File: src/rtl/tpu_pkg.sv
// Shared types and helpers for the TPU DMA engine: command enums, FSM state
// encoding and the element-count to byte-count conversion.
package tpu_pkg;

    localparam int DMA_LEN_W = 16;   // element count width
    localparam int DMA_CNT_W = 18;   // byte count width (length << elem_sz)

    typedef enum logic {
        DMA_H2T = 1'b0,
        DMA_T2H = 1'b1
    } dma_dir_e;

    typedef enum logic [1:0] {
        ELEM_8    = 2'd0,
        ELEM_16   = 2'd1,
        ELEM_32   = 2'd2,
        ELEM_RSVD = 2'd3
    } dma_elem_e;

    typedef enum logic [2:0] {
        IDLE    = 3'd0,
        H2T     = 3'd1,
        RD_REQ  = 3'd2,
        RD_WAIT = 3'd3,
        TX      = 3'd4,
        DONE    = 3'd5
    } dma_state_e;

    // Total bytes moved by a command. The reserved size never moves data,
    // so its result is don't-care.
    function automatic logic [DMA_CNT_W-1:0] dma_byte_total(
        input logic [DMA_LEN_W-1:0] len,
        input logic [1:0]           sz
    );
        logic [DMA_CNT_W-1:0] ext;
        ext = {{(DMA_CNT_W-DMA_LEN_W){1'b0}}, len};
        return ext << sz;
    endfunction

endpackage

File: src/rtl/tpu_dma_engine_packer.sv
// Host->TPU byte packer: tracks the current lane, accumulates bytes into a
// word little-endian and produces the word / byte enables to write when the
// word fills up or the command's last byte arrives.
module tpu_dma_packer
    import tpu_pkg::*;
#(
    parameter int UB_BYTES = 4,
    localparam int LANE_W  = $clog2(UB_BYTES),
    localparam int DATA_W  = 8 * UB_BYTES
) (
    input  logic              clk,
    input  logic              rst_n,
    input  logic              clear_i,   // new command: drop any partial word
    input  logic              push_i,    // a host byte is accepted this cycle
    input  logic [7:0]        data_i,
    input  logic              last_i,    // the pushed byte is the command's final byte
    output logic              flush_o,   // word must be written next cycle
    output logic [DATA_W-1:0] word_o,    // pack register with the incoming byte merged
    output logic [UB_BYTES-1:0] be_o     // lanes 0..current filled
);

    logic [LANE_W-1:0] lane_q, lane_d;
    logic [DATA_W-1:0] pack_q, pack_d;

    // Merge the incoming byte into its lane and decide whether the word is complete.
    always_comb begin
        word_o = pack_q;
        be_o   = '0;
        for (int k = 0; k < UB_BYTES; k++) begin
            if (k == int'(lane_q)) word_o[8*k +: 8] = data_i;
            if (k <= int'(lane_q)) be_o[k] = 1'b1;
        end
        flush_o = push_i && ((lane_q == LANE_W'(UB_BYTES-1)) || last_i);

        pack_d = pack_q;
        lane_d = lane_q;
        if (clear_i) begin
            pack_d = '0;
            lane_d = '0;
        end else if (push_i) begin
            if (flush_o) begin
                // The word leaves via the write port, so the register frees up at once.
                pack_d = '0;
                lane_d = '0;
            end else begin
                pack_d = word_o;
                lane_d = lane_q + LANE_W'(1);
            end
        end
    end

    // Pack register and lane counter.
    always_ff @(posedge clk or negedge rst_n) begin
        if (!rst_n) begin
            pack_q <= '0;
            lane_q <= '0;
        end else begin
            pack_q <= pack_d;
            lane_q <= lane_d;
        end
    end

endmodule

File: src/rtl/tpu_dma_engine.sv
// DMA engine between the host byte stream and the Unified Buffer. H2T packs
// incoming bytes into UB words; T2H reads UB words and serialises them into
// bytes. All outputs are registered.
//
// Handshakes: a byte moves on a rising edge where valid and ready are both
// high. A sender keeps valid and data stable until that edge; valid never
// waits on ready.
module tpu_dma_engine
    import tpu_pkg::*;
#(
    parameter int UB_ADDR_W = 8,
    parameter int UB_BYTES  = 4,
    localparam int LANE_W   = $clog2(UB_BYTES),
    localparam int DATA_W   = 8 * UB_BYTES
) (
    input  logic                 clk,
    input  logic                 rst_n,
    // command interface
    input  logic                 dma_start,
    input  logic                 dma_dir,
    input  logic [UB_ADDR_W-1:0] dma_ub_addr,
    input  logic [15:0]          dma_length,
    input  logic [1:0]           dma_elem_sz,
    output logic                 dma_busy,
    output logic                 dma_done,
    output logic                 dma_err,
    // host -> TPU
    input  logic [7:0]           h_rx_data,
    input  logic                 h_rx_valid,
    output logic                 h_rx_ready,
    // TPU -> host
    output logic [7:0]           h_tx_data,
    output logic                 h_tx_valid,
    input  logic                 h_tx_ready,
    // Unified Buffer write port
    output logic                 ub_wr_en,
    output logic [UB_ADDR_W-1:0] ub_wr_addr,
    output logic [DATA_W-1:0]    ub_wr_data,
    output logic [UB_BYTES-1:0]  ub_wr_be,
    // Unified Buffer read port (data one cycle after ub_rd_en)
    output logic                 ub_rd_en,
    output logic [UB_ADDR_W-1:0] ub_rd_addr,
    input  logic [DATA_W-1:0]    ub_rd_data,
    // debug view of the FSM
    output logic [2:0]           dbg_state_o
);

    dma_state_e             state_q;
    logic [DMA_CNT_W-1:0]   n_q;        // bytes in the command
    logic [DMA_CNT_W-1:0]   cnt_q;      // bytes already moved
    logic [UB_ADDR_W-1:0]   addr_q;     // next UB word address
    logic                   busy_q, done_q, err_q;
    logic                   rx_ready_q;
    logic [7:0]             tx_data_q;
    logic                   tx_valid_q;
    logic [DATA_W-1:0]      hold_q;     // UB word being serialised
    logic                   wr_en_q;
    logic [UB_ADDR_W-1:0]   wr_addr_q;
    logic [DATA_W-1:0]      wr_data_q;
    logic [UB_BYTES-1:0]    wr_be_q;
    logic                   rd_en_q;
    logic [UB_ADDR_W-1:0]   rd_addr_q;

    logic [DMA_CNT_W-1:0]   n_cmd;
    logic                   accept;
    logic                   rx_fire;
    logic                   tx_fire;
    logic                   last_byte;
    logic [LANE_W-1:0]      tx_lane;
    logic [LANE_W-1:0]      tx_lane_nx;
    logic                   word_end;
    logic [7:0]             tx_next_byte;

    logic                   pk_flush;
    logic [DATA_W-1:0]      pk_word;
    logic [UB_BYTES-1:0]    pk_be;

    // Handshake qualifiers, byte position and the next byte to present in T2H.
    always_comb begin
        n_cmd      = dma_byte_total(dma_length, dma_elem_sz);
        accept     = (state_q == IDLE) && dma_start;
        rx_fire    = (state_q == H2T) && h_rx_valid && rx_ready_q;
        tx_fire    = (state_q == TX) && tx_valid_q && h_tx_ready;
        last_byte  = (cnt_q == (n_q - DMA_CNT_W'(1)));
        tx_lane    = cnt_q[LANE_W-1:0];
        tx_lane_nx = tx_lane + LANE_W'(1);
        word_end   = (tx_lane == LANE_W'(UB_BYTES-1));
        tx_next_byte = '0;
        for (int k = 0; k < UB_BYTES; k++) begin
            if (LANE_W'(k) == tx_lane_nx) tx_next_byte = hold_q[8*k +: 8];
        end
    end

    tpu_dma_packer #(
        .UB_BYTES (UB_BYTES)
    ) u_packer (
        .clk     (clk),
        .rst_n   (rst_n),
        .clear_i (accept),
        .push_i  (rx_fire),
        .data_i  (h_rx_data),
        .last_i  (last_byte),
        .flush_o (pk_flush),
        .word_o  (pk_word),
        .be_o    (pk_be)
    );

    // Command FSM with all host / UB outputs registered.
    always_ff @(posedge clk or negedge rst_n) begin
        if (!rst_n) begin
            state_q    <= IDLE;
            n_q        <= '0;
            cnt_q      <= '0;
            addr_q     <= '0;
            busy_q     <= 1'b0;
            done_q     <= 1'b0;
            err_q      <= 1'b0;
            rx_ready_q <= 1'b0;
            tx_data_q  <= '0;
            tx_valid_q <= 1'b0;
            hold_q     <= '0;
            wr_en_q    <= 1'b0;
            wr_addr_q  <= '0;
            wr_data_q  <= '0;
            wr_be_q    <= '0;
            rd_en_q    <= 1'b0;
            rd_addr_q  <= '0;
        end else begin
            done_q  <= 1'b0;
            wr_en_q <= 1'b0;
            rd_en_q <= 1'b0;
            case (state_q)
                IDLE: begin
                    if (dma_start) begin
                        n_q    <= n_cmd;
                        cnt_q  <= '0;
                        busy_q <= 1'b1;
                        err_q  <= (dma_elem_sz == ELEM_RSVD);
                        if ((dma_elem_sz == ELEM_RSVD) || (n_cmd == '0)) begin
                            state_q <= DONE;
                            done_q  <= 1'b1;
                        end else if (dma_dir == DMA_H2T) begin
                            state_q    <= H2T;
                            rx_ready_q <= 1'b1;
                            addr_q     <= dma_ub_addr;
                        end else begin
                            state_q   <= RD_REQ;
                            rd_en_q   <= 1'b1;
                            rd_addr_q <= dma_ub_addr;
                            addr_q    <= dma_ub_addr + UB_ADDR_W'(1);
                        end
                    end
                end
                H2T: begin
                    if (rx_fire) begin
                        cnt_q <= cnt_q + DMA_CNT_W'(1);
                        if (last_byte) rx_ready_q <= 1'b0;
                    end
                    if (pk_flush) begin
                        wr_en_q   <= 1'b1;
                        wr_addr_q <= addr_q;
                        wr_data_q <= pk_word;
                        wr_be_q   <= pk_be;
                        addr_q    <= addr_q + UB_ADDR_W'(1);
                    end
                    // Ready low here means the final word is on the write port now.
                    if (!rx_ready_q) begin
                        state_q <= DONE;
                        done_q  <= 1'b1;
                    end
                end
                RD_REQ: begin
                    state_q <= RD_WAIT;
                end
                RD_WAIT: begin
                    hold_q     <= ub_rd_data;
                    tx_data_q  <= ub_rd_data[7:0];
                    tx_valid_q <= 1'b1;
                    state_q    <= TX;
                end
                TX: begin
                    if (tx_fire) begin
                        cnt_q <= cnt_q + DMA_CNT_W'(1);
                        if (last_byte) begin
                            tx_valid_q <= 1'b0;
                            state_q    <= DONE;
                            done_q     <= 1'b1;
                        end else if (word_end) begin
                            tx_valid_q <= 1'b0;
                            state_q    <= RD_REQ;
                            rd_en_q    <= 1'b1;
                            rd_addr_q  <= addr_q;
                            addr_q     <= addr_q + UB_ADDR_W'(1);
                        end else begin
                            tx_data_q <= tx_next_byte;
                        end
                    end
                end
                DONE: begin
                    state_q <= IDLE;
                    busy_q  <= 1'b0;
                end
                default: begin
                    state_q <= IDLE;
                    busy_q  <= 1'b0;
                end
            endcase
        end
    end

    assign dma_busy    = busy_q;
    assign dma_done    = done_q;
    assign dma_err     = err_q;
    assign h_rx_ready  = rx_ready_q;
    assign h_tx_data   = tx_data_q;
    assign h_tx_valid  = tx_valid_q;
    assign ub_wr_en    = wr_en_q;
    assign ub_wr_addr  = wr_addr_q;
    assign ub_wr_data  = wr_data_q;
    assign ub_wr_be    = wr_be_q;
    assign ub_rd_en    = rd_en_q;
    assign ub_rd_addr  = rd_addr_q;
    assign dbg_state_o = state_q;

endmodule

File: config.mk
export PLATFORM = sky130hd
export DESIGN_NAME = tpu_dma_engine
export DESIGN_NICKNAME = d
export VERILOG_FILES = /design/src/rtl/tpu_pkg.sv /design/src/rtl/tpu_dma_engine_packer.sv /design/src/rtl/tpu_dma_engine.sv
export SDC_FILE = /design/constraint.sdc
export NUM_CORES = 1
export LEC_CHECK = 0
export CORE_MARGIN = 4
export CORE_UTILIZATION = 55
export DETAILED_ROUTE_END_ITERATION = 8
export PLACE_DENSITY = 0.83
export SLEW_MARGIN = 5
export SYNTH_ARGS = -nofsm -noshare
export SYNTH_HDL_FRONTEND = slang
export SYNTH_SLANG_ARGS = --single-unit
File: constraint.sdc
create_clock -name clk -period 8.08 [get_ports clk]
set_input_delay 2.424 -clock clk [delete_from_list [all_inputs] [get_ports clk]]
set_output_delay 2.424 -clock clk [all_outputs]
set_load 0.005 [all_outputs]
# Yosys cells after proc, flatten, opt, wreduce, memory -nomap -nowiden
# Index checks and enable logic that the tools add are counted.
# W data, S select, Z words.
[totals]
register_bits = 180
inputBits = 72
output_inout_bits = 70
wordCells = 160
[op_classes]
n_addsub = 6
order_cmp = 3
n_eq_ne = 27
shift = 1
n_mux = 75
bitwise_logic = 1
reduce_logical = 28
[op_table]
columns = ["cell", "count"]
rows = [
  ["$mux W8", 24],
  ["$mux W32", 3],
  ["$mux W18", 3],
  ["$pmux W18 S3", 1],
  ["$pmux W8 S2", 2],
  ["$mux W1", 25],
  ["$pmux W8 S3", 1],
  ["$ne A2 B2 Y1 const B", 10],
  ["$add A18 B1 Y18 const B", 1],
  ["$eq A18 B18 Y1", 1],
  ["$logic_not A18 Y1", 1],
  ["$mux W3", 6],
  ["$shl A16 B2 Y18", 1],
  ["$sub A18 B1 Y18 const B", 1],
  ["$add A8 B1 Y8 const B", 2],
  ["$pmux W3 S5", 1],
  ["$reduce_and A7 Y1", 2],
  ["$reduce_and A4 Y1", 3],
  ["$eq A2 B2 Y1 const A", 4],
  ["$mux W2", 4],
  ["$pmux W1 S2", 4],
  ["$reduce_bool A2 Y1", 4],
  ["$eq A2 B2 Y1 const B", 3],
  ["$eq A3 B2 Y1 const B", 2],
  ["19 further kinds", 32],
]

# Depth between registers and ports, before layout
# Gate-level depths: netlist (run 1).
[depth]
ltp_word = 10
ltp_mapped = 13
mapped_depth_nobuf = 11

# By module
# Synthesis (run 1) repeated with hierarchy kept, for this count alone.
[hier_totals]
cells_unflattened = 931
area_unflattened_um2 = 9684.3
[modules_own_cells]
columns = ["module", "n_inst", "cells_per_inst", "area_each_um2", "seq_area_each_um2"]
rows = [
  ["tpu_dma_engine", 1, 807, 7942.6, 3653.5],
  ["tpu_dma_packer", 1, 124, 1741.7, 850.8],
]

# Worst setup path after synthesis (run 1)
# No wires, ideal clock.
[synth_timing]
path_kind = "input to register"
from = "input port dma_elem_sz[0]"
to = "register addr_q[0]"
setup_ps = 125
arrival_ps = 4931
t_required_ps = 7955
setup_slack_ps = 3024
cell_stages = 12
path_buffers = 3
cell_sequence = "buf_2 > buf_2 > mux4_2 > nor3b_1 > nand2_1 > o31a_1 > a211oi_1 > a211o_1 > a21oi_4 > o21a_1 > buf_6 > mux2_4"
[synth_via]
elab_chain_cells = 5
elab_cells_between_ends = 6
classes_between = "2 x eq/ne; 1 x shift; 3 x reduce/logical"
[synth_rtl]
columns = ["element", "line_no", "source"]
rows = [
  ["from (decl)", "tpu_dma_engine.sv:23", "input logic [1:0] dma_elem_sz,"],
  ["$shl A16 B2 Y18", "tpu_pkg.sv:37", "return ext << sz;"],
  ["$logic_not A18 Y1", "tpu_dma_engine.sv:139", "if ((dma_elem_sz == ELEM_RSVD) || (n_cmd == '0)) begin"],
  ["$logic_or A1 B1 Y1 (*)", "tpu_dma_engine.sv:139", ""],
  ["$ne A2 B2 Y1 (no line) (*)", "--", ""],
  ["$reduce_and A7 Y1 (no line) (*)", "--", ""],
  ["to (signal assigned)", "tpu_dma_engine.sv:145", "addr_q <= dma_ub_addr;"],
  ["to (signal assigned)", "tpu_dma_engine.sv:150", "addr_q <= dma_ub_addr + UB_ADDR_W'(1);"],
  ["to (signal assigned)", "tpu_dma_engine.sv:164", "addr_q <= addr_q + UB_ADDR_W'(1);"],
  ["to (decl)", "tpu_dma_engine.sv:51", "logic [UB_ADDR_W-1:0] addr_q;"],
]
# Every way passes the cells marked *; elsewhere a longest branch is shown, timed or not.
# A chain may end at the register's enable or synchronous reset.

# Worst setup path after layout (run 1)
[layout_timing]
from = "input port dma_elem_sz[0]"
to = "register addr_q[5]"
# Same word-level chain as after synthesis.

==> flow_metrics.env, run 1 <==
export IMPL_status="completed"
export IMPL_seq_area_frac_synth_pct=47.6
export IMPL_slowest_delay_ns=1.17
export IMPL_dp_slack_ns=1.80
export IMPL_yosysTopAreaCell="dfrtp_1"
export IMPL_grt_max_degree=79
export IMPL_ios=142
export IMPL_peakVddDrop_mv=0.177
export IMPL_dp_cells=1203
export IMPL_fin_nets=1087
export IMPL_cts_root_buf="clkbuf_16"
export IMPL_dpl_hpwl_um=15300
export IMPL_drt_wirelength_per_cell_um=18.3
export IMPL_rows=47
export IMPL_cts_resized=0
export IMPL_yosys_register_bits=180
export IMPL_yosysMostFrequentCell="dfrtp_1"
export IMPL_synth_area_top_cells="dfrtp_1, mux2_2, mux2i_1"
export IMPL_post_cts_setup_buffer_count=0
export IMPL_final_cells=1234
export IMPL_hold_viol_final=0
export IMPL_hp_class="reg2reg"
export IMPL_io_buffers=141
export IMPL_core_area_um2=16700
export IMPL_p_int_uw=2420
export IMPL_crit_slowest_cell="clkdlybuf4s50_1"
export IMPL_num_vias=7336
export IMPL_setup_tns_final_ns=0
export IMPL_pwr_density_cell_nw_per_um2=329
export IMPL_cts_path_max_buffers=2
export IMPL_critical_path_arrival_ns=6.13
export IMPL_drc=0
export IMPL_cp_cell_sequence="clkdlybuf4s50_1 > mux4_2 > nor4_1 > nand2_1 > o31a_1 > a211oi_1 > a211o_1 > a21oi_4 > o21a_1 > mux2_4"
export IMPL_grt_first_pass_wirelength_um=37400
export IMPL_initial_core_util_pct=56.6
export IMPL_finalWeightedCongestion=0.862
export IMPL_worst_slew_pin_slew_ns=1.06
export IMPL_swShare_pct=36.0
export IMPL_p_leak_uw=0.00482
export IMPL_die_h_um=139
export IMPL_synth_nets=983
export IMPL_setup_violations_final=0
export IMPL_viasPerCell=5.94
export IMPL_routed_wl_um=22500
export IMPL_cts_made_buffers=17
export IMPL_track_usage_pct=23.5
export IMPL_syn2layout_area_growth_pct=21.5
export IMPL_finClkSkew_ns=0.00904
export IMPL_timing_final_crit_share_pct=72.0
export IMPL_relSlewSlack_pct=29.2
export IMPL_async_reset_ff_share_pct=100
export IMPL_synth_area_um2=9460
export IMPL_cp_start_kind="input port"
export IMPL_drt_first_iter_violations=656
export IMPL_grt_setup_unrepaired="false"
export IMPL_grt_pass1_vias=7254
export IMPL_power_frac_comb_pct=39.1
export IMPL_synth_top_cell_area_share_pct=47.6
export IMPL_postCtsHoldBufs=0
export IMPL_grt_overflow=0
export IMPL_crit_required_ns=8.39
export IMPL_synth_edf_count=0
export IMPL_synth_avg_cell_area_um2=10.5
export IMPL_synthCells=898
export IMPL_synth_ff_type="dfrtp_1"
export IMPL_fin_ws_ns=2.26
export IMPL_worst_path_max_fanout=23
export IMPL_seqPwrFrac_pct=38.2
export IMPL_dr_pass1_iters=5
export IMPL_final_util_pct=68.8
export IMPL_worst_skew_pair_late_latency_ns=0.43
export IMPL_cts_sinks=180
export IMPL_antenna_left=0
export IMPL_drive_gt1_share_pct=12.9
export IMPL_slew_violations=0
export IMPL_crit_type="in2reg"
export IMPL_ys_types=76
export IMPL_ys_warnings_count=0
export IMPL_worstSetupEndpointType="flop"
export IMPL_switchingPower_uw=1360
export IMPL_die_w_um=139
export IMPL_max_freq_mhz=172
export IMPL_htree_levels=4
export IMPL_clockPowerShare_pct=22.7
export IMPL_antenna_cells=0
export IMPL_synth_common_cells="dfrtp_1, nand2_1, nor2_1"
export IMPL_max_cap_viol_count=0
export IMPL_antenna_found_initial=0
export IMPL_cts_tree="built"
export IMPL_die_area_um2=19400
export IMPL_fin_crit_ns=5.82
export IMPL_path_clk_slew_ns=0.07
==> logic make-up (layout without fill, tap and decap cells) <==
group / count (synthesis) / after routing / synth area share, %
AOI/OAI and AO/OA: 202 / 202 / 15.0
xor gates and xnor gates: 33 / 33 / 3.06
adders and majority gates: 13 / 13 / 1.72
buffers and inverters: 82 / 198 / 4.05
DFF: 180 / 180 / 47.6
muxes: 113 / 113 / 14.2
and+or+nand+nor: 275 / 275 / 14.3
==> critical path, delay by kind of cell <==
kind	cells	cell delay [ns]
mux	2	0.97
buf+inv	1	1.17
simple gates	2	0.41
compound gates	5	1.15
==> metrics by stage <==
| stage | power [µW] | hold WS [ns] | area, µm² |
|---|---|---|---|
| 6_report | 3790 | 0.468 | 11500 |
| 5_1_grt | 4040 | 0.496 | 11500 |
| 4_1_cts | 3800 | 0.470 | 11500 |
| 3_5_place_dp | 2920 | 0.454 | 10900 |
| 3_3_place_gp | 2880 | 0.452 | 10900 |
| 2_1_floorplan | 2360 | 0.453 | 9460 |
==> path summary, 6_finish.rpt <==
check	startpoint	endpoint	slack [ns]	cells after the start
worst min register to register	ub_wr_be[0]	ub_wr_be[0]	0.47	1
max in group asynchronous	rst_n	u_packer.pack_q[27]	4.82	2
min in group asynchronous	rst_n	n_q[14]	2.02	1
worst max-delay path	dma_elem_sz[0]	addr_q[5]	2.26	10
worst max register to register	n_q[0]	ub_wr_data[15]	3.93	12
worst min-delay path	ub_wr_be[0]	ub_wr_be[0]	0.47	1
==> layer usage <==
metal | vias up | track usage (%) | share of wire, %
met4 | 0 | 6.75 | 1.6
met1 | 3627 | 31.0 | 42
li1 | 3454 | - | -
met3 | 27 | 6.72 | 7.1
met2 | 228 | 38.3 | 49
met5 | - | 0 | 0
==> registers in the layout, summed over array words and instances, names as in the netlist <==
signal	count
ub_rd_en	1
dma_done	1
u_packer.lane_q	2
ub_wr_be	4
dma_err	1
h_tx_valid	1
h_tx_data	8
ub_wr_en	1
u_packer.pack_q	32
h_rx_ready	1
n_q	18
addr_q	8
cnt_q	18
hold_q	32
ub_wr_addr	8
dma_busy	1
dbg_state_o	3
ub_rd_addr	8
ub_wr_data	32
==> power groups by stage <==
stage	Combinational, µW	Clock [µW]	Sequential [µW]
floorplan	994	0	1370
global placement	1430	0	1450
detailed placement	1460	0	1460
CTS	1490	872	1440
global route	1640	911	1490
finish	1480	860	1450
==> cell usage in the layout, fill, tap and decap left out, drive strengths merged, types with 3 or more instances in the layout <==
cell type      count
nor3              10
mux2i             41
nor2              74
nor3b              3
o41ai              4
o211ai            12
a21oi             56
o21ai             48
nor4               8
or3                8
o221ai             4
nor2b             11
a31oi              5
o21a               3
o31ai              6
a22oi             13
nand2             91
mux4              10
inv               27
ha                13
or2                3
clkdlybuf4s50    140
o22ai              4
nand2b             5
o31a               3
and3               5
mux2              62
nand3b             3
clkbuf            18
and2              13
buf                6
a32o              25
xor2              11
nand3             20
xnor2             22
nand4             11
bufinv             3
dfrtp            180
a211oi             4
==> final cells by class <==
| type | count | area (µm²) |
|---|---|---|
| flip-flops and latches | 180 | 4500 |
| well taps | 220 | 275 |
| multi-input cells | 636 | 4580 |
| inverters | 21 | 78.8 |
| repair buffers | 146 | 1450 |
| clock inverters | 13 | 170 |
| fillers | 1253 | 5200 |
| clock buffers | 18 | 439 |
Note: power is estimated with default switching activity, not from simulation.
==> run 2: changes to the inputs <==
==> constraint.sdc (replaced) <==
create_clock -name clk -period 5.7 [get_ports clk]
set_input_delay 1.71 -clock clk [delete_from_list [all_inputs] [get_ports clk]]
set_output_delay 1.71 -clock clk [all_outputs]
set_load 0.005 [all_outputs]
==> run 2 against run 1 <==
Net effect: flip-flop and latch count unchanged; cell count is 0.32% higher; hold slack better by 0.014 ns; sequential power increased by 42%; critical path depth stayed put; total power grew 40%; critical path type unchanged; largest power group is now sequential cells.
==> flow_metrics.env, run 2 (synthesized netlist as in run 1, its figures left out) <==
export IMPL_setup_tns_final_ns=0
export IMPL_cp_cell_sequence="clkdlybuf4s50_1 > mux4_2 > a221oi_1 > nand4_1 > o31a_1 > a211oi_1 > a211o_1 > a21oi_4 > o21a_1 > mux2_4"
export IMPL_cp_start_kind="input port"
export IMPL_p_leak_uw=0.00485
export IMPL_critical_path_arrival_ns=5.09
export IMPL_mostFrequentLayoutCells="dfrtp_1, clkdlybuf4s50_1, nand2_1"
export IMPL_drt_first_iter_violations=706
export IMPL_dr_pass1_iters=5
export IMPL_setup_violations_final=0
export IMPL_cts_tree="built"
export IMPL_io_buffers=141
export IMPL_antenna_left=0
export IMPL_crit_slowest_cell="clkdlybuf4s50_1"
export IMPL_worst_skew_pair_late_latency_ns=0.43
export IMPL_die_h_um=139
export IMPL_max_cap_viol_count=0
export IMPL_peakVddDrop_mv=0.263
export IMPL_dpl_hpwl_um=15800
export IMPL_post_cts_setup_buffer_count=0
export IMPL_timing_final_crit_share_pct=83.8
export IMPL_finalWeightedCongestion=0.855
export IMPL_grt_pass1_vias=7385
export IMPL_hp_class="reg2reg"
export IMPL_grt_max_degree=127
export IMPL_stdcell_area_um2=11500
export IMPL_regArea_um2=4500
export IMPL_hold_viol_final=0
export IMPL_cts_sinks=180
export IMPL_cts_made_buffers=17
export IMPL_syn2layout_area_growth_pct=22.1
export IMPL_num_vias=7376
export IMPL_grt_first_pass_wirelength_um=37500
export IMPL_status="completed"
export IMPL_core_area_um2=16700
export IMPL_grt_overflow=0
export IMPL_slew_violations=0
export IMPL_multi_input_area_um2=4580
export IMPL_drive_gt1_share_pct=13.3
export IMPL_track_usage_pct=23.7
export IMPL_initial_core_util_pct=56.6
export IMPL_viasPerCell=5.96
export IMPL_routed_wl_um=22900
export IMPL_antenna_cells=0
export IMPL_die_area_um2=19400
export IMPL_cts_root_buf="clkbuf_16"
export IMPL_cts_resized=0
export IMPL_relSlewSlack_pct=37.9
export IMPL_final_common_cell="dfrtp_1"
export IMPL_cts_path_max_buffers=2
export IMPL_worst_path_max_fanout=22
export IMPL_max_freq_mhz=209
export IMPL_drc=0
export IMPL_ios=142
export IMPL_die_w_um=139
export IMPL_htree_levels=4
export IMPL_rows=47
export IMPL_fin_nets=1090
export IMPL_drt_wirelength_per_cell_um=18.5
export IMPL_path_clk_slew_ns=0.07
export IMPL_postCtsHoldBufs=0
export IMPL_crit_type="in2reg"
export IMPL_finClkSkew_ns=0.0145
export IMPL_pwr_density_cell_nw_per_um2=461
export IMPL_worst_slew_pin_slew_ns=0.922
export IMPL_fillers=1218
export IMPL_antenna_found_initial=0
export IMPL_placed_cell_area_um2=10900
export IMPL_worstSetupEndpointType="flop"
export IMPL_slowest_delay_ns=0.99
export IMPL_fin_crit_ns=4.77
export IMPL_grt_setup_unrepaired="false"
export IMPL_crit_required_ns=6.01
run 2: changes by cell type in the layout (fill, tap and decap cells not counted), sizes merged:
cell / delta
buf: +3
clkinv: +3
bufinv: -1
clkinvlp: -1
run 2: per-layer routing:
metal | GRT usage, % | wire [µm] | vias up
li1 | - | - | 3460
met1 | 32.1 | 9790 | 3609
met3 | 5.38 | 1530 | 38
met2 | 38.1 | 11100 | 269
met4 | 8.14 | 459 | 0
met5 | 0 | 0 | -
run 2: critical path, delay by kind of cell:
kind | cells | cell delay, ns
muxes | 2 | 0.77
buffers and inverters | 1 | 0.99
and+or+nand+nor | 1 | 0.15
AOI/OAI and AO/OA | 6 | 1.46
run 2: cell type report:
cell class                      count  share of cell area [%]
Timing Repair Buffer              149                    12.9
Inverter                           21                   0.683
Tap cell                          220                    2.38
Sequential cell                   180                    39.0
Clock buffer                       18                    3.80
Clock inverter                     14                    1.61
Multi-Input combinational cell    636                    39.6
run 2: stage by stage:
step                cells  util [%]  setup WS (ns)  hold WS (ns)  power, µW
finish               1238      69.1          0.926         0.482       5320
detailed placement   1206      65.4          0.540         0.462       4070
CTS                  1238      69.1          0.969         0.482       5330
floorplan             898         -           1.36         0.453       3350
global placement     1206      65.4          0.686         0.456       4000
global route         1238      69.1          0.720         0.505       5660
run 2: where the power goes:
part | switching [µW] | leakage (µW) | internal [µW]
Clock | 554 | 0.000303 | 681
Combinational | 1010 | 0.00222 | 1020
Sequential | 374 | 0.00232 | 1680
Total | 1930 | 0.00485 | 3380
run 2: final timing paths:
kind / slack (ns) / end / cells past startpoint / start
max: 0.93 / addr_q[5] / 10 / dma_elem_sz[1]
min: 0.48 / ub_wr_be[0] / 1 / ub_wr_be[0]
max reg2reg: 1.22 / ub_wr_data[20] / 12 / n_q[0]
min reg2reg: 0.48 / ub_wr_be[0] / 1 / ub_wr_be[0]
max in group asynchronous: 3.43 / ub_wr_be[1] / 2 / rst_n
min in group asynchronous: 1.22 / n_q[14] / 1 / rst_n
==> run 3: changes to the inputs <==
--- a/config.mk
+++ b/config.mk
@@ -6,9 +6,9 @@
 export NUM_CORES = 1
 export LEC_CHECK = 0
 export CORE_MARGIN = 4
-export CORE_UTILIZATION = 55
+export CORE_UTILIZATION = 50
 export DETAILED_ROUTE_END_ITERATION = 8
-export PLACE_DENSITY = 0.83
+export PLACE_DENSITY = 0.8
 export SLEW_MARGIN = 5
 export SYNTH_ARGS = -nofsm -noshare
 export SYNTH_HDL_FRONTEND = slang
==> constraint.sdc (replaced) <==
create_clock -name clk -period 4.2 [get_ports clk]
set_input_delay 1.26 -clock clk [delete_from_list [all_inputs] [get_ports clk]]
set_output_delay 1.26 -clock clk [all_outputs]
set_load 0.005 [all_outputs]
==> run 3 against run 2 <==
Net effect: die area increased by 9.4%; setup slack worse by 0.75 ns; global-route usage fell by 1.9 points; critical path depth is 2 higher; first-iteration DRC count shrank 23%; via count hardly changed; flip-flop and latch count stayed put; highest routed layer is now met5.
==> flow_metrics.env, run 3 (synthesized netlist as in run 1, its figures left out) <==
export IMPL_slowest_delay_ns=0.54
export IMPL_grt_setup_unrepaired="false"
export IMPL_track_usage_pct=21.8
export IMPL_ios=142
export IMPL_postCtsHoldBufs=0
export IMPL_crit_slowest_cell="clkdlybuf4s50_1"
export IMPL_cp_top_family="compound AO/OA/AOI/OAI gates"
export IMPL_multi_input_area_um2=4580
export IMPL_hold_depth=1
export IMPL_r2r_start="n_q[0]"
export IMPL_worst_skew_pair_late_latency_ns=0.44
export IMPL_syn2layout_area_growth_pct=23.7
export IMPL_relSlewSlack_pct=34.3
export IMPL_final_common_cell="dfrtp_1"
export IMPL_grt_overflow=0
export IMPL_post_cts_setup_buffer_count=0
export IMPL_crit_required_ns=4.55
export IMPL_max_freq_mhz=249
export IMPL_hold_start="ub_wr_be[0]"
export IMPL_cts_path_max_buffers=2
export IMPL_finalWeightedCongestion=0.880
export IMPL_grt_first_pass_wirelength_um=38100
export IMPL_hold_viol_final=0
export IMPL_antenna_cells=0
export IMPL_slew_violations=0
export IMPL_drc=0
export IMPL_die_area_um2=21200
export IMPL_mostFrequentLayoutCells="dfrtp_1, clkdlybuf4s50_1, nand2_1"
export IMPL_worst_slew_pin_slew_ns=0.985
export IMPL_p_leak_uw=0.00492
export IMPL_grt_max_degree=70
export IMPL_fin_ws_ns=0.178
export IMPL_fin_nets=1101
export IMPL_critPathBufInv=3
export IMPL_setup_violations_final=0
export IMPL_r2r_slack_ns=0.36
export IMPL_dpl_hpwl_um=16200
export IMPL_die_w_um=146
export IMPL_antenna_left=0
export IMPL_io_buffers=141
export IMPL_finClkSkew_ns=0.0155
export IMPL_initial_core_util_pct=50.7
export IMPL_drt_first_iter_violations=547
export IMPL_max_cap_viol_count=0
export IMPL_pwr_density_cell_nw_per_um2=630
export IMPL_worst_path_max_fanout=15
export IMPL_drt_wirelength_per_cell_um=18.2
export IMPL_regArea_um2=4500
export IMPL_core_area_um2=18600
export IMPL_cts_made_buffers=17
export IMPL_rows=50
export IMPL_antenna_found_initial=1
export IMPL_dr_pass1_iters=5
export IMPL_cp_start_kind="input port"
export IMPL_routed_wl_um=23000
export IMPL_timing_final_crit_share_pct=95.8
export IMPL_num_vias=7381
export IMPL_power_uw=7380
export IMPL_cts_sinks=180
export IMPL_cts_root_buf="clkbuf_16"
export IMPL_htree_levels=4
export IMPL_worstSetupEndpointType="flop"
export IMPL_drive_gt1_share_pct=14.2
export IMPL_peakVddDrop_mv=0.360
export IMPL_worstSetupStartpoint="dma_elem_sz[0]"
export IMPL_final_cells=1263
export IMPL_cp_cell_sequence="clkdlybuf4s50_1 > buf_12 > mux4_2 > nor4_1 > nand2_1 > o31a_1 > a211oi_1 > a211o_1 > a21oi_4 > o21a_1 > buf_4 > a22oi_1"
export IMPL_reg2reg_depth=13
export IMPL_dp_slack_ns=-0.230
export IMPL_hp_class="reg2reg"
export IMPL_r2r_end="addr_q[7]"
export IMPL_critical_path_arrival_ns=4.37
export IMPL_cts_resized=0
export IMPL_status="completed"
export IMPL_path_clk_slew_ns=0.08
export IMPL_fillers=1491
export IMPL_fin_crit_ns=4.02
export IMPL_setup_tns_final_ns=0
export IMPL_die_h_um=146
export IMPL_cts_tree="built"
export IMPL_grt_pass1_vias=7263
export IMPL_viasPerCell=5.84
export IMPL_crit_type="in2reg"
export IMPL_hold_end="ub_wr_be[0]"
export IMPL_dp_cells=1231
export IMPL_final_util_pct=62.8
-- run 3: cell count changes in the layout (fill, tap and decap cells not counted) --
cell and change:
buf_12 +3, buf_4 +8, bufinv_16 -2, clkbuf_8 -1
clkinv_4 -3, clkinv_8 +1, clkinvlp_4 -1, inv_12 +8
inv_6 -1, inv_8 -1
-- run 3: stage by stage --
| stage | instance area (µm²) | hold slack (ns) |
|---|---|---|
| 3_3_place_gp | 11100 | 0.457 |
| 4_1_cts | 11700 | 0.480 |
| 2_1_floorplan | 9460 | 0.453 |
| 5_1_grt | 11700 | 0.508 |
| 6_report | 11700 | 0.477 |
| 3_5_place_dp | 11100 | 0.458 |
-- run 3: final cells by class --
class | count | area share [%]
multi-input combinational | 636 | 39.1
sequential | 180 | 38.5
timing repair buffer | 160 | 13.7
clock buffer | 17 | 3.63
tap | 234 | 2.50
clock inverter | 15 | 1.87
inverter | 21 | 0.674
-- run 3: report_power, final --
part | switching (µW) | leakage [µW] | total [µW] | internal [µW]
logic | 1440 | 0.00229 | 2890 | 1450
clock network | 850 | 0.000310 | 1700 | 847
registers | 507 | 0.00232 | 2790 | 2280
-- run 3: per-layer routing --
layer | GRT usage, % | routed length [µm] | vias up
met1 | 29.3 | 10000 | 3683
met2 | 36.2 | 11300 | 183
met4 | 5.46 | 257 | 2
li1 | - | - | 3496
met5 | 0 | 7 | -
met3 | 5.17 | 1310 | 17
-- run 3: worst max path at each step --
stage                      to  slack [ns]  depth (start not counted)
floorplan           addr_q[0]        0.31                         12
global placement    addr_q[0]       -0.11                         11
detailed placement  addr_q[7]       -0.23                         12
CTS                 addr_q[7]        0.23                         12
global route        addr_q[7]        0.07                         12
finish              addr_q[7]        0.18                         12
